[src/rtl/tt_bist_harness.sv]
// On-chip stimulus/response harness: streams patterns into a DUT, folds the DUT
// responses into a MISR signature and flags pass/fail against a golden value.
module tt_bist_harness #(
  parameter int WIDTH     = 8,
  parameter int OUT_WIDTH = 8,
  parameter int CNT_W     = 16,
  parameter int DUT_LAT   = 1,
  parameter logic [WIDTH-1:0]     LFSR_POLY = 'h1D,
  parameter logic [OUT_WIDTH-1:0] MISR_POLY = 'h1D,
  parameter logic [OUT_WIDTH-1:0] MISR_INIT = '0
) (
  input  logic                 clk,
  input  logic                 rst,
  input  logic                 ena,
  input  logic                 start,
  input  logic                 abort,
  input  logic [1:0]           mode,
  input  logic [WIDTH-1:0]     seed,
  input  logic [CNT_W-1:0]     num_vec,
  input  logic [OUT_WIDTH-1:0] expected_sig,
  input  logic [OUT_WIDTH-1:0] resp_in,
  output logic [WIDTH-1:0]     stim_out,
  output logic [OUT_WIDTH-1:0] signature,
  output logic                 busy,
  output logic                 done,
  output logic                 pass
);

  // state | meaning
  // IDLE  | waiting for start
  // RUN   | issuing vectors and sampling responses
  // FLUSH | all vectors issued, draining the DUT latency
  // DONE  | signature final, pass valid
  typedef enum logic [1:0] {IDLE, RUN, FLUSH, DONE} state_t;

  localparam logic [CNT_W-1:0] ONE = CNT_W'(1);

  state_t               state, state_nxt;
  logic [1:0]           mode_q;
  logic [CNT_W-1:0]     num_q, issued, samp_cnt;
  logic [OUT_WIDTH-1:0] exp_q, sig_nxt;
  logic [WIDTH-1:0]     first_vec, next_vec;
  // vld[0] marks a freshly presented vector; vld[DUT_LAT] marks a sample edge
  logic [DUT_LAT:0]     vld;
  logic                 sample, last_sample, advance;
  logic                 load_run, load_zero, run_step, abort_go, finish;

  assign busy = (state == RUN) || (state == FLUSH);
  assign done = (state == DONE);

  assign sample      = vld[DUT_LAT];
  assign last_sample = sample && (samp_cnt == num_q - ONE);
  assign advance     = issued < num_q;
  assign sig_nxt     = {signature[OUT_WIDTH-2:0], 1'b0}
                     ^ (signature[OUT_WIDTH-1] ? MISR_POLY : '0) ^ resp_in;

  always_comb begin
    first_vec = seed;
    if (mode == 2'd2 || (mode == 2'd1 && seed == '0)) first_vec = WIDTH'(1);
  end

  always_comb begin
    next_vec = stim_out;
    case (mode_q)
      2'd0:    next_vec = stim_out + WIDTH'(1);
      2'd1:    next_vec = {stim_out[WIDTH-2:0], 1'b0} ^ (stim_out[WIDTH-1] ? LFSR_POLY : '0);
      2'd2:    next_vec = {stim_out[WIDTH-2:0], stim_out[WIDTH-1]};
      default: next_vec = stim_out;
    endcase
  end

  always_ff @(posedge clk or posedge rst) begin
    if (rst) state <= IDLE;
    else if (ena) state <= state_nxt;
  end

  always_comb begin
    state_nxt = state;
    load_run  = 1'b0;
    load_zero = 1'b0;
    run_step  = 1'b0;
    abort_go  = 1'b0;
    finish    = 1'b0;
    case (state)
      IDLE, DONE: begin
        if (start) begin
          if (num_vec == '0) begin
            load_zero = 1'b1;
            state_nxt = DONE;
          end else begin
            load_run  = 1'b1;
            state_nxt = RUN;
          end
        end
      end
      RUN, FLUSH: begin
        if (abort) begin
          abort_go  = 1'b1;
          state_nxt = IDLE;
        end else begin
          run_step = 1'b1;
          if (last_sample) begin
            finish    = 1'b1;
            state_nxt = DONE;
          end else if (state == RUN && !advance && DUT_LAT > 0) begin
            state_nxt = FLUSH;
          end
        end
      end
      default: state_nxt = IDLE;
    endcase
  end

  always_ff @(posedge clk or posedge rst) begin
    if (rst) begin
      stim_out  <= '0;
      signature <= MISR_INIT;
      pass      <= 1'b0;
      mode_q    <= '0;
      num_q     <= '0;
      exp_q     <= '0;
      issued    <= '0;
      samp_cnt  <= '0;
      vld       <= '0;
    end else if (ena) begin
      if (load_run || load_zero) begin
        mode_q    <= mode;
        num_q     <= num_vec;
        exp_q     <= expected_sig;
        signature <= MISR_INIT;
        pass      <= load_zero && (MISR_INIT == expected_sig);
        samp_cnt  <= '0;
        vld       <= '0;
      end
      if (load_run) begin
        stim_out <= first_vec;
        issued   <= ONE;
        vld[0]   <= 1'b1;
      end
      if (run_step) begin
        if (advance) begin
          stim_out <= next_vec;
          issued   <= issued + ONE;
        end
        vld[0] <= advance;
        for (int k = DUT_LAT; k >= 1; k--) vld[k] <= vld[k-1];
        if (sample) begin
          signature <= sig_nxt;
          samp_cnt  <= samp_cnt + ONE;
        end
        if (finish) pass <= (sig_nxt == exp_q);
      end
      if (abort_go) begin
        pass <= 1'b0;
        vld  <= '0;
      end
    end
  end

endmodule
[config.mk]
export PLATFORM = sky130hd
export DESIGN_NAME = tt_bist_harness
export DESIGN_NICKNAME = d
export VERILOG_FILES = /design/src/rtl/tt_bist_harness.sv
export SDC_FILE = /design/constraint.sdc
export NUM_CORES = 1
export LEC_CHECK = 0
export BUFFER_PORTS_ARGS = -buffer_cell sky130_fd_sc_hd__clkbuf_2
export CAP_MARGIN = 20
export CELL_PAD_IN_SITES_DETAIL_PLACEMENT = 1
export CELL_PAD_IN_SITES_GLOBAL_PLACEMENT = 1
export CORE_ASPECT_RATIO = 1.2
export CORE_MARGIN = 2
export CORE_UTILIZATION = 40
export CTS_CLUSTER_DIAMETER = 80
export DETAILED_ROUTE_END_ITERATION = 10
export GPL_ROUTABILITY_DRIVEN = 0
export GPL_TIMING_DRIVEN = 0
export PLACE_DENSITY = 0.87
export SYNTH_ARGS = -nofsm -noshare
export SYNTH_HDL_FRONTEND = slang
export SYNTH_SLANG_ARGS = --single-unit
export TNS_END_PERCENT = 20
[constraint.sdc]
create_clock -name clk -period 2.4 [get_ports clk]
set_input_delay 0.12 -clock clk [delete_from_list [all_inputs] [get_ports clk]]
set_output_delay 0.12 -clock clk [all_outputs]
set_load 0.1 [all_outputs]
### Yosys cells after proc, flatten, opt, wreduce, memory -nomap -nowiden

Cells that the tools add are included.
W data, S select, Z words.

| cells by class | value |
|---|---|
| add/subtract/negate cells | 4 |
| magnitude comparators | 1 |
| eq/ne operators | 12 |
| muxes and demuxes | 43 |
| bitwise logic cells | 3 |
| reduce and logical (&&, ||, !) cells | 22 |

Operators with widths:

| kind | number |
|---|---|
| $mux W16 | 6 |
| $mux W8 | 7 |
| $add A16 B1 Y16 const B | 2 |
| $pmux W8 S3 | 1 |
| $mux W1 | 18 |
| $eq A16 B16 Y1 | 1 |
| $logic_not A16 Y1 | 1 |
| $logic_not A8 Y1 | 2 |
| $lt A16 B16 Y1 | 1 |
| $mux W2 | 8 |
| $sub A16 B1 Y16 const B | 1 |
| $xor A8 B5 Y8 | 2 |
| $mux W5 | 2 |
| $add A8 B1 Y8 const B | 1 |
| $eq A2 B2 Y1 const B | 4 |
| $eq A8 B8 Y1 | 1 |
| $reduce_and A2 Y1 | 4 |
| $xor A8 B8 Y8 | 1 |
| $eq A2 B1 Y1 const B | 3 |
| $ne A5 B2 Y1 const B | 1 |
| $logic_and A1 B1 Y1 | 4 |
| $logic_not A2 Y1 | 2 |
| $ne A4 B4 Y1 const B | 1 |
| $pmux W2 S2 | 1 |
| 7 further kinds | 10 |

| word-level totals | value |
|---|---|
| flip-flop bits (word level) | 79 |
| output and inout bits | 19 |
| logic and storage cells | 96 |

### Logic depth before layout (Yosys ltp)

Gate-level depths: netlist of run 1.

| depth | value |
|---|---|
| depth after elaboration | 9 |
| gate-level depth with buffers | 11 |
| depth with buffers taken out | 9 |

### Worst setup path before layout of run 1

OpenSTA, ideal clock, no wires.

| timing path | value |
|---|---|
| path type | reg-to-reg |
| from | reg state[0] |
| to | reg issued[4] |
| setup time | 0.133 ns |
| arrival | 2.575 ns |
| data required time | 2.267 ns |
| slack | -0.308 ns |
| stages on the path, launching flop included | 9 |
| buffers on the path | 1 |
| clock period less this slack | 2.708 ns |
| cells stage by stage | dfrtp_1 inv_1 ha_1 inv_1 o21ai_1 a221o_1 clkbuf_1 o21ai_0 o31ai_1 |

| between the ends | value |
|---|---|
| word-level cells in the longest chain between the ends | 6 |
| elaborated cells on any way between the ends | 11 |

Ends and longest elaborated chain:

| element | RTL line | RTL |
|---|---|---|
| from (decl) | 38 | `state_t state, state_nxt;` |
| from (signal assigned) | 74 | `else if (ena) state <= state_nxt;` |
| $eq A2 B2 Y1 / $logic_not A2 Y1 (equally long branches) | 84 | `case (state)` |
| $reduce_or A2 Y1 | 84 |  |
| $mux W1 | 84 |  |
| $mux W16 | 135 | `if (load_run) begin` |
| $mux W16 | 141 | `if (advance) begin` |
| $mux W16 * | 140 | `if (run_step) begin` |
| to (signal assigned) | 143 | `issued <= issued + ONE;` |
| to (decl) | 40 | `logic [CNT_W-1:0] num_q, issued, samp_cnt;` |

Mark *: on every way between the ends. The rest lies on a longest branch, timed or not.
A chain may end at the register's enable or synchronous reset.

### Worst setup path after layout of run 1

| timing path | value |
|---|---|
| from | reg num_q[14] |
| to | reg issued[5] |

| between the ends | value |
|---|---|
| word-level cells in the longest chain between the ends | 3 |

Ends and longest elaborated chain:

| element | RTL line | RTL |
|---|---|---|
| from (decl) | 40 |  |
| from (signal assigned) | 128 | `num_q <= num_vec;` |
| $lt A16 B16 Y1 | 53 | `assign advance = issued < num_q;` |
| $mux W16 | 141 |  |
| $mux W16 | 140 |  |

Every way passes these cells.

==> results of run 1 <==
## report_power, final
part / switching (mW) / internal (mW)
combinational: 3.57 / 2.00
clock: 0.660 / 1.02
sequential: 0.582 / 1.74
total: 4.81 / 4.76
## worst max-delay path, cell delays in order (launching register included)
cell	delay [ns]
dfrtp_2	0.43
inv_1	0.08
ha_1	0.40
nand4_1	0.26
o31ai_2	0.31
a41oi_2	0.09
buf_4	0.18
buf_4	0.14
o211ai_1	0.13
buf_4	0.20
buf_8	0.14
nor2_1	0.08
o21ai_2	0.21
nand2_1	0.09
## through the flow
step	utilization	setup TNS [ns]	cell area, um^2
floorplan	-	-0.140	5240
finish	0.540	-9.43	6840
detailed placement	0.457	-12.64	5790
global placement	0.455	-70.74	5760
global route	0.540	-12.92	6840
CTS	0.513	-1.51	6500
## worst paths after layout
check / start / endpoint / slack [ns] / cells after the start
worst max-delay path: num_q[14]$_DFFE_PP0P_ / issued[5]$_DFFE_PP0P_ / -0.47 / 13
max in group asynchronous: rst / num_q[12]$_DFFE_PP0P_ / 1.41 / 4
worst min register to register: exp_q[5]$_DFFE_PP0P_ / exp_q[5]$_DFFE_PP0P_ / 0.53 / 1
min in group asynchronous: rst / mode_q[0]$_DFFE_PP0P_ / 0.35 / 3
worst min-delay path: expected_sig[7] / exp_q[7]$_DFFE_PP0P_ / 0.01 / 2
worst max register to register: num_q[14]$_DFFE_PP0P_ / issued[5]$_DFFE_PP0P_ / -0.47 / 13
## routing by layer
layer  part of all wire  track usage  vias to the layer above
met4              0.073        0.189                        0
li1                   -            -                     2374
met3              0.052       0.0512                      134
met2               0.50        0.534                      290
met1               0.38        0.317                     2793
met5                  0            0                        -
## cell families after synthesis
family / Yosys count
AOI/OAI and AO/OA: 151
xor gates and xnor gates: 45
adders and majority gates: 25
buffers and inverters: 53
DFF: 79
muxes: 28
and+or+nand+nor: 209
## synthesized netlist by cell type (9+ instances only)
cell	count
dfrtp_1	79
nand2_1	65
o21ai_0	63
nor2_1	36
nand3_1	31
inv_1	29
xnor2_1	29
mux2_2	27
ha_1	25
clkbuf_1	23
xor2_1	16
a21oi_1	15
nor4_1	13
and3_1	10
nor3_1	9
o31ai_1	9
## registers in the layout (all words and copies together), names as in the netlist
name       count
vld            2
pass           1
samp_cnt      16
mode_q         2
issued        16
signature      8
stim_out       8
num_q         16
exp_q          8
state          2
## layout by cell type, fill, tap and decap left out, types with 4 or more instances in the layout
master	Yosys	routed
dfrtp_1	79	69
clkbuf_2	0	65
nand2_1	65	62
o21ai_0	63	40
nor2_1	36	33
nand3_1	31	29
xnor2_1	29	29
buf_4	0	29
mux2_2	27	27
inv_1	29	20
o21ai_1	6	18
ha_1	25	17
xor2_1	16	16
a21oi_1	15	12
clkbuf_1	23	11
o21ai_2	0	10
and3_1	10	10
dfrtp_2	0	10
nor4_1	13	9
clkbuf_16	0	9
nand4_1	8	8
o211ai_1	8	8
o31ai_1	9	8
nor3_1	9	7
ha_4	0	7
inv_2	0	6
nand2b_1	7	5
nor2b_1	5	5
buf_6	0	5
a221oi_2	0	4
a31oi_1	4	4
clkinvlp_4	0	4
buf_8	0	4
a22o_1	4	4
## cell type report
type	count	share of cell area
repair buffers	100	0.0939
well taps	164	0.0300
plain buffers	22	0.0214
clock inverters	7	0.0178
flip-flops and latches	79	0.291
clock buffers	9	0.0329
multi-input cells	458	0.495
inverters	29	0.0176
## what timing repair did
| item | 4_1_cts | 5_1_grt |
|---|---|---|
| resized for setup | 74 | 67 |
| pin swaps | 11 | 26 |
| hold buffers | 1 | 0 |
| cloned | 1 | 0 |
| buffers inserted | 15 | 19 |
| hold endpoints to repair | 28 | 0 |
| endpoints found under the setup margin | 50 | 71 |
==> out/results.ini, run 1 <==
[critical_path]
cp_max_fo=10
arrival_ns=3.10
crit_path_start_kind=flop
path_class=reg2reg
worstPathRequired_ns=2.63
cp-end-kind=flop

[cells_and_area]
register_area_mm2=0.00199
synthToLayoutAreaGrowth_pct=31.5
multiInputGateArea_mm2=0.00339
nFillCells=1475
final_nets=771
drive_gt1_frac=0.338
fin_cells=868
insertedDiodeCount=0

[synthesis]
synth_edf_count=0
ys.flop_type=dfrtp_1
avgSynthCellArea_um2=8.81
synth_compound_area_frac=0.186
yosysTopAreaCellShare=0.380
synthArstFlopShare=1.00
synth_seq_area_share=0.380
synth_top_area_cell=dfrtp_1
synth_top_family_by_area=simple AND/OR/NAND/NOR gates
ys_top_cells_by_area=dfrtp_1 (38%), o21ai_0 (6.1%), ha_1 (6.0%)
muxShareOfSynthArea=0.0604
ys_types=60
synth_adder_area_share=0.0602
netlist_area_mm2=0.00520
ys_warn_count=0
netlist_instances=590
postSynthRegisterBits=79
yosys.area_share.simple=0.198
synth_nets=662
synth_xor_area_frac=0.0758

[timing]
final_hold_viol_count=0
fin_worst_skew_ns=0.0110
fin_crit_ns=2.87
fin_crit_sh=1.20
drv_slew=0
worst_pin_slew_ns=0.733
rsz0062_at_grt=yes
setup_viol=40
max-slew-margin-rel=0.508
fmax_ghz=0.348
fin_ws_ns=-0.473
whs_ns=0.0142

[die]
die_h_um=129
fp-row-count=45
io_pins=66
initial_core_util=0.410
die_width_um=108
dieArea_mm2=0.0139
core_mm2=0.0127

[place]
io_buffer_count=63
dp_cells=818
pre_cts_slack_ns=-0.451
dp.final_hpwl_um=11900

[clocking]
cts_tree=yes
cts_buffer_depth=2
clkSlewWorstSetupHoldPaths_ns=0.07
insertion_delay_ns=0.36
cts.sinks=79
numCtsBuffers=9
root_buffer=clkbuf_16
htreeDepth=3

[grt]
grt_max_degree=52
grt_pass1_vias=5846
grt-ovfl-total=0
grt_pass1_wl_um=31600
track_usage=0.296
antenna_found_initial=0

[routing]
drtPass1Iterations=5
drc=0
vias=5591
viasPerCell=6.44
postRouteAntennaNets=0
drt-initial-drc-count=420
routed_wl_um=22300
wl_per_cell_um=25.7

[power]
p_leak_nw=2.91
power_density_mw_per_mm2=1400
peakVddDrop_mv=0.594
total_power_mw=9.58

[flow_run]
drv_cap=0

[status]
violations=setup timing
status=complete, but fails checks

[worst_hold_path]
hold_path.class=in2reg

(Power assumes the default switching activity.)
==> inputs of run 2 (changes only) <==
- CORE_MARGIN: 2 -> unset
- CTS_BUF_LIST: unset -> sky130_fd_sc_hd__clkbuf_4
==> out/results.ini, run 2 (synthesis gave the netlist of run 1 again) <==
[status]
status=complete, but fails checks
violations=hold timing, setup timing

[timing]
fin_ws_ns=-0.426
setup_viol=57
whs_ns=-0.00679
fmax_ghz=0.354
fin_worst_skew_ns=0.0293
max-slew-margin-rel=0.454
drv_slew=0
final_hold_viol_count=2
fin_crit_sh=1.18
fin_crit_ns=2.83
rsz0062_at_grt=yes
worst_pin_slew_ns=0.812

[routing]
postRouteAntennaNets=0
viasPerCell=6.38
routed_wl_um=22700
drtPass1Iterations=5
wl_per_cell_um=25.2
drc=0
drt-initial-drc-count=395
vias=5736

[clocking]
cts_buffer_depth=2
insertion_delay_ns=0.49
cts_tree=yes
htreeDepth=3
numCtsBuffers=9
clkSlewWorstSetupHoldPaths_ns=0.15
root_buffer=clkbuf_4
cts.sinks=79

[grt]
grt_pass1_vias=5983
antenna_found_initial=2
grt-ovfl-total=0
grt_pass1_wl_um=31700
track_usage=0.303
grt_max_degree=52

[critical_path]
arrival_ns=3.18
cp_max_fo=6
crit_path_start_kind=flop
worstPathRequired_ns=2.75
r2r_cells=8
rrSetupSlack_ns=-0.43
cp-end-kind=flop
path_class=reg2reg

[cells_and_area]
final_common_cell=dfrtp_1
largestRegisters=issued (16), num_q (16), samp_cnt (16)
fin_cells=899
synthToLayoutAreaGrowth_pct=32.4
fin_area_mm2=0.00688
fin_util=0.543
drive_gt1_frac=0.307
final_nets=800
layout_common_cells=dfrtp_1 (68), clkbuf_2 (64), nand2_1 (63)

[die]
fp-row-count=45
core_mm2=0.0127
io_pins=66
die_width_um=106
die_h_um=127
dieArea_mm2=0.0135
initial_core_util=0.410

[place]
place_area_mm2=0.00579
pre_cts_slack_ns=-0.526
io_buffer_count=63
dp_cells=818
dp.final_hpwl_um=12300

[power]
power_density_mw_per_mm2=1280
p_leak_nw=2.92
peakVddDrop_mv=0.666

[worst_hold_path]
hold_path.class=in2reg
min_path_cells=3

[flow_run]
drv_cap=0

[run 2: worst max-delay path, cell delays in order, from the launching register on]
cell      delay, ns
dfrtp_2        0.51
or4_4          0.57
or3_4          0.35
o31a_1         0.25
nor4_2         0.32
nand4_1        0.14
buf_6          0.17
o211ai_1       0.20
o211ai_1       0.17
[run 2: report_power, final]
group | switching, mW | total [mW] | internal [mW]
clock network | 0.547 | 0.871 | 0.324
registers | 0.575 | 2.31 | 1.73
logic | 3.61 | 5.65 | 2.04
total | 4.74 | 8.83 | 4.09
[run 2: path summary, 6_finish.rpt]
| check | start | to |
|---|---|---|
| max in group asynchronous | rst | num_q[4]$_DFFE_PP0P_ |
| min in group asynchronous | rst | stim_out[0]$_DFFE_PP0P_ |
| max reg2reg | num_q[11]$_DFFE_PP0P_ | pass$_DFFE_PP0P_ |
| max | num_q[11]$_DFFE_PP0P_ | pass$_DFFE_PP0P_ |
| min reg2reg | exp_q[0]$_DFFE_PP0P_ | exp_q[0]$_DFFE_PP0P_ |
| min | resp_in[1] | signature[1]$_DFFE_PP0P_ |
[run 2: per-layer routing]
metal / GRT usage / vias up / share of wire
met1: 0.343 / 2851 / 0.37
met4: 0.181 / 0 / 0.074
met2: 0.535 / 334 / 0.49
met5: 0 / - / 0
met3: 0.0468 / 132 / 0.061
li1: - / 2419 / -
[run 2: layout make-up]
class | instances | area [um^2]
fill | 1471 | 5790
clock buffer | 10 | 75.1
multi-input combinational | 458 | 3350
sequential | 79 | 1990
buffer | 23 | 139
tap | 164 | 205
timing repair buffer | 128 | 931
inverter | 29 | 120
clock inverter | 6 | 61.3
antenna | 2 | 5.00
[run 2: repair_timing]
action	4_1_cts	5_1_grt
pin swaps	24	24
hold endpoints to repair	54	0
gates resized for setup	69	56
cloned	1	1
buffers inserted	17	18
hold buffers	27	0
endpoints found under the setup margin	50	67
[run 2: metrics by stage]
stage / TNS, ns / total power [mW]
after floorplan: -0.140 / 5.39
after global placement: -66.88 / 6.18
after detailed placement: -15.25 / 6.44
after CTS: -1.10 / 7.77
after global routing: -15.71 / 9.17
final: -10.46 / 8.83
==> inputs of run 3 (changes only) <==
- GPL_TIMING_DRIVEN: 0 -> unset
- SKIP_CTS_REPAIR_TIMING: unset -> 1
==> out/results.ini, run 3 (synthesis gave the netlist of run 1 again) <==
[critical_path]
crit_family=simple AND/OR/NAND/NOR gates
path_class=reg2reg
worstPathCellList=or4_4 > or3_4 > o31a_1 > nor4_2 > nand4_1 > buf_4 > a21oi_2 > mux2i_1
cp_max_fo=4
arrival_ns=3.24
cp_num_buf_inv=1
worstPathRequired_ns=2.82
cp-end-kind=flop
max_stage_delay_ns=0.57
cp_slowest_cell=or4_4
crit_path_start_kind=flop

[die]
fp-row-count=45
io_pins=66
initial_core_util=0.410
core_mm2=0.0127
die_h_um=127
die_width_um=106
dieArea_mm2=0.0135

[cells_and_area]
nFillCells=1485
layout_common_cells=dfrtp_1 (79), clkbuf_2 (65), nand2_1 (62)
synthToLayoutAreaGrowth_pct=32.1
drive_gt1_frac=0.290
final_nets=804
largestRegisters=issued (16), num_q (16), samp_cnt (16)
final_common_cell=dfrtp_1

[clocking]
clkSlewWorstSetupHoldPaths_ns=0.14
cts_tree=yes
numCtsBuffers=9
root_buffer=clkbuf_4
insertion_delay_ns=0.49
htreeDepth=3
cts_buffer_depth=2
cts.sinks=79

[place]
dp.final_hpwl_um=12600
io_buffer_count=65

[timing]
final.setup.tns_ns=-7.07
worst_pin_slew_ns=0.640
fin_crit_ns=2.82
fin_worst_skew_ns=0.0228
max-slew-margin-rel=0.569
setup_viol=29
final_hold_viol_count=0
fin_crit_sh=1.17
fmax_ghz=0.355
rsz0062_at_grt=yes
drv_slew=0
fin_ws_ns=-0.419

[grt]
antenna_found_initial=1
grt_pass1_wl_um=26800
track_usage=0.254
grt-ovfl-total=0
grt_max_degree=34
grt_pass1_vias=5410

[flow_run]
drv_cap=0

[routing]
viasPerCell=6.22
vias=5614
drtPass1Iterations=6
wl_per_cell_um=23.1
routed_wl_um=20800
postRouteAntennaNets=0
drt-initial-drc-count=347
drc=0

[power]
power_density_mw_per_mm2=1240
p_leak_nw=3.02
total_power_mw=8.54
peakVddDrop_mv=0.735

[status]
status=complete, but fails checks
violations=setup timing

[worst_hold_path]
hold_path.class=in2reg

[run 3: cell count changes in the layout (fill, tap and decap cells not counted), moves of 3 or more]
cell           before  now
a21oi_1             9   12
o21ai_0            40   44
buf_12              0    5
dlygate4sd3_1      27   30
buf_2               3    0
dfrtp_1            68   79
o21ai_1            21   18
buf_4              32   48
dfrtp_2            11    0
clkbuf_1           14    0
[run 3: where the power goes]
part | internal, mW | leakage [nW] | total [mW] | switching (mW)
clock | 0.316 | 0.0727 | 0.831 | 0.515
combinational | 2.06 | 1.93 | 5.46 | 3.40
sequential | 1.72 | 1.02 | 2.25 | 0.529
[run 3: layer usage]
| layer | routed length [um] | GRT usage | up-vias |
|---|---|---|---|
| met5 | 0 | 0 | - |
| met4 | 1310 | 0.139 | 0 |
| met3 | 964 | 0.0411 | 109 |
| met2 | 10700 | 0.456 | 264 |
| met1 | 7850 | 0.285 | 2817 |
| li1 | - | - | 2424 |
[run 3: worst paths after layout]
| check | from | endpoint | slack (ns) | cells after the start |
|---|---|---|---|---|
| min reg2reg | vld[0]$_DFFE_PP0P_ | vld[0]$_DFFE_PP0P_ | 0.55 | 2 |
| min in group asynchronous | rst | state[0]$_DFFE_PP0P_ | 0.20 | 3 |
| max | num_q[7]$_DFFE_PP0P_ | state[1]$_DFFE_PP0P_ | -0.42 | 8 |
| max reg2reg | num_q[7]$_DFFE_PP0P_ | state[1]$_DFFE_PP0P_ | -0.42 | 8 |
| max in group asynchronous | rst | num_q[4]$_DFFE_PP0P_ | 1.45 | 4 |
| min | resp_in[1] | signature[1]$_DFFE_PP0P_ | 0.02 | 3 |
[run 3: layout make-up]
type,count,area [um^2],share of cell area
Inverter,29,115,0.0168
Multi-Input combinational cell,458,3240,0.472
Sequential cell,79,1980,0.288
Clock inverter,6,51.3,0.00747
Timing Repair Buffer,155,1200,0.175
Clock buffer,10,75.1,0.0109
Antenna cell,1,2.50,0.000364
Tap cell,164,205,0.0299
[run 3: tightest hold or removal path: cells and delay by family]
kind / cells / cell delay, ns
buffers and inverters: 1 / 0.09
AO/OA/AOI/OAI: 1 / 0.10
XOR/XNOR: 1 / 0.16
[run 3: stage by stage]
step                utilization  instance area, um^2  hold WS [ns]  std cells  setup slack [ns]
finish                    0.542                 6870        0.0205        902            -0.419
CTS                       0.493                 6240        -0.351        863            -0.359
global placement          0.483                 6110         0.168        847            -0.179
global route              0.542                 6870        0.0276        902            -0.474
detailed placement        0.483                 6110         0.184        847            -0.353
floorplan                     -                 5240         0.271        590           -0.0516
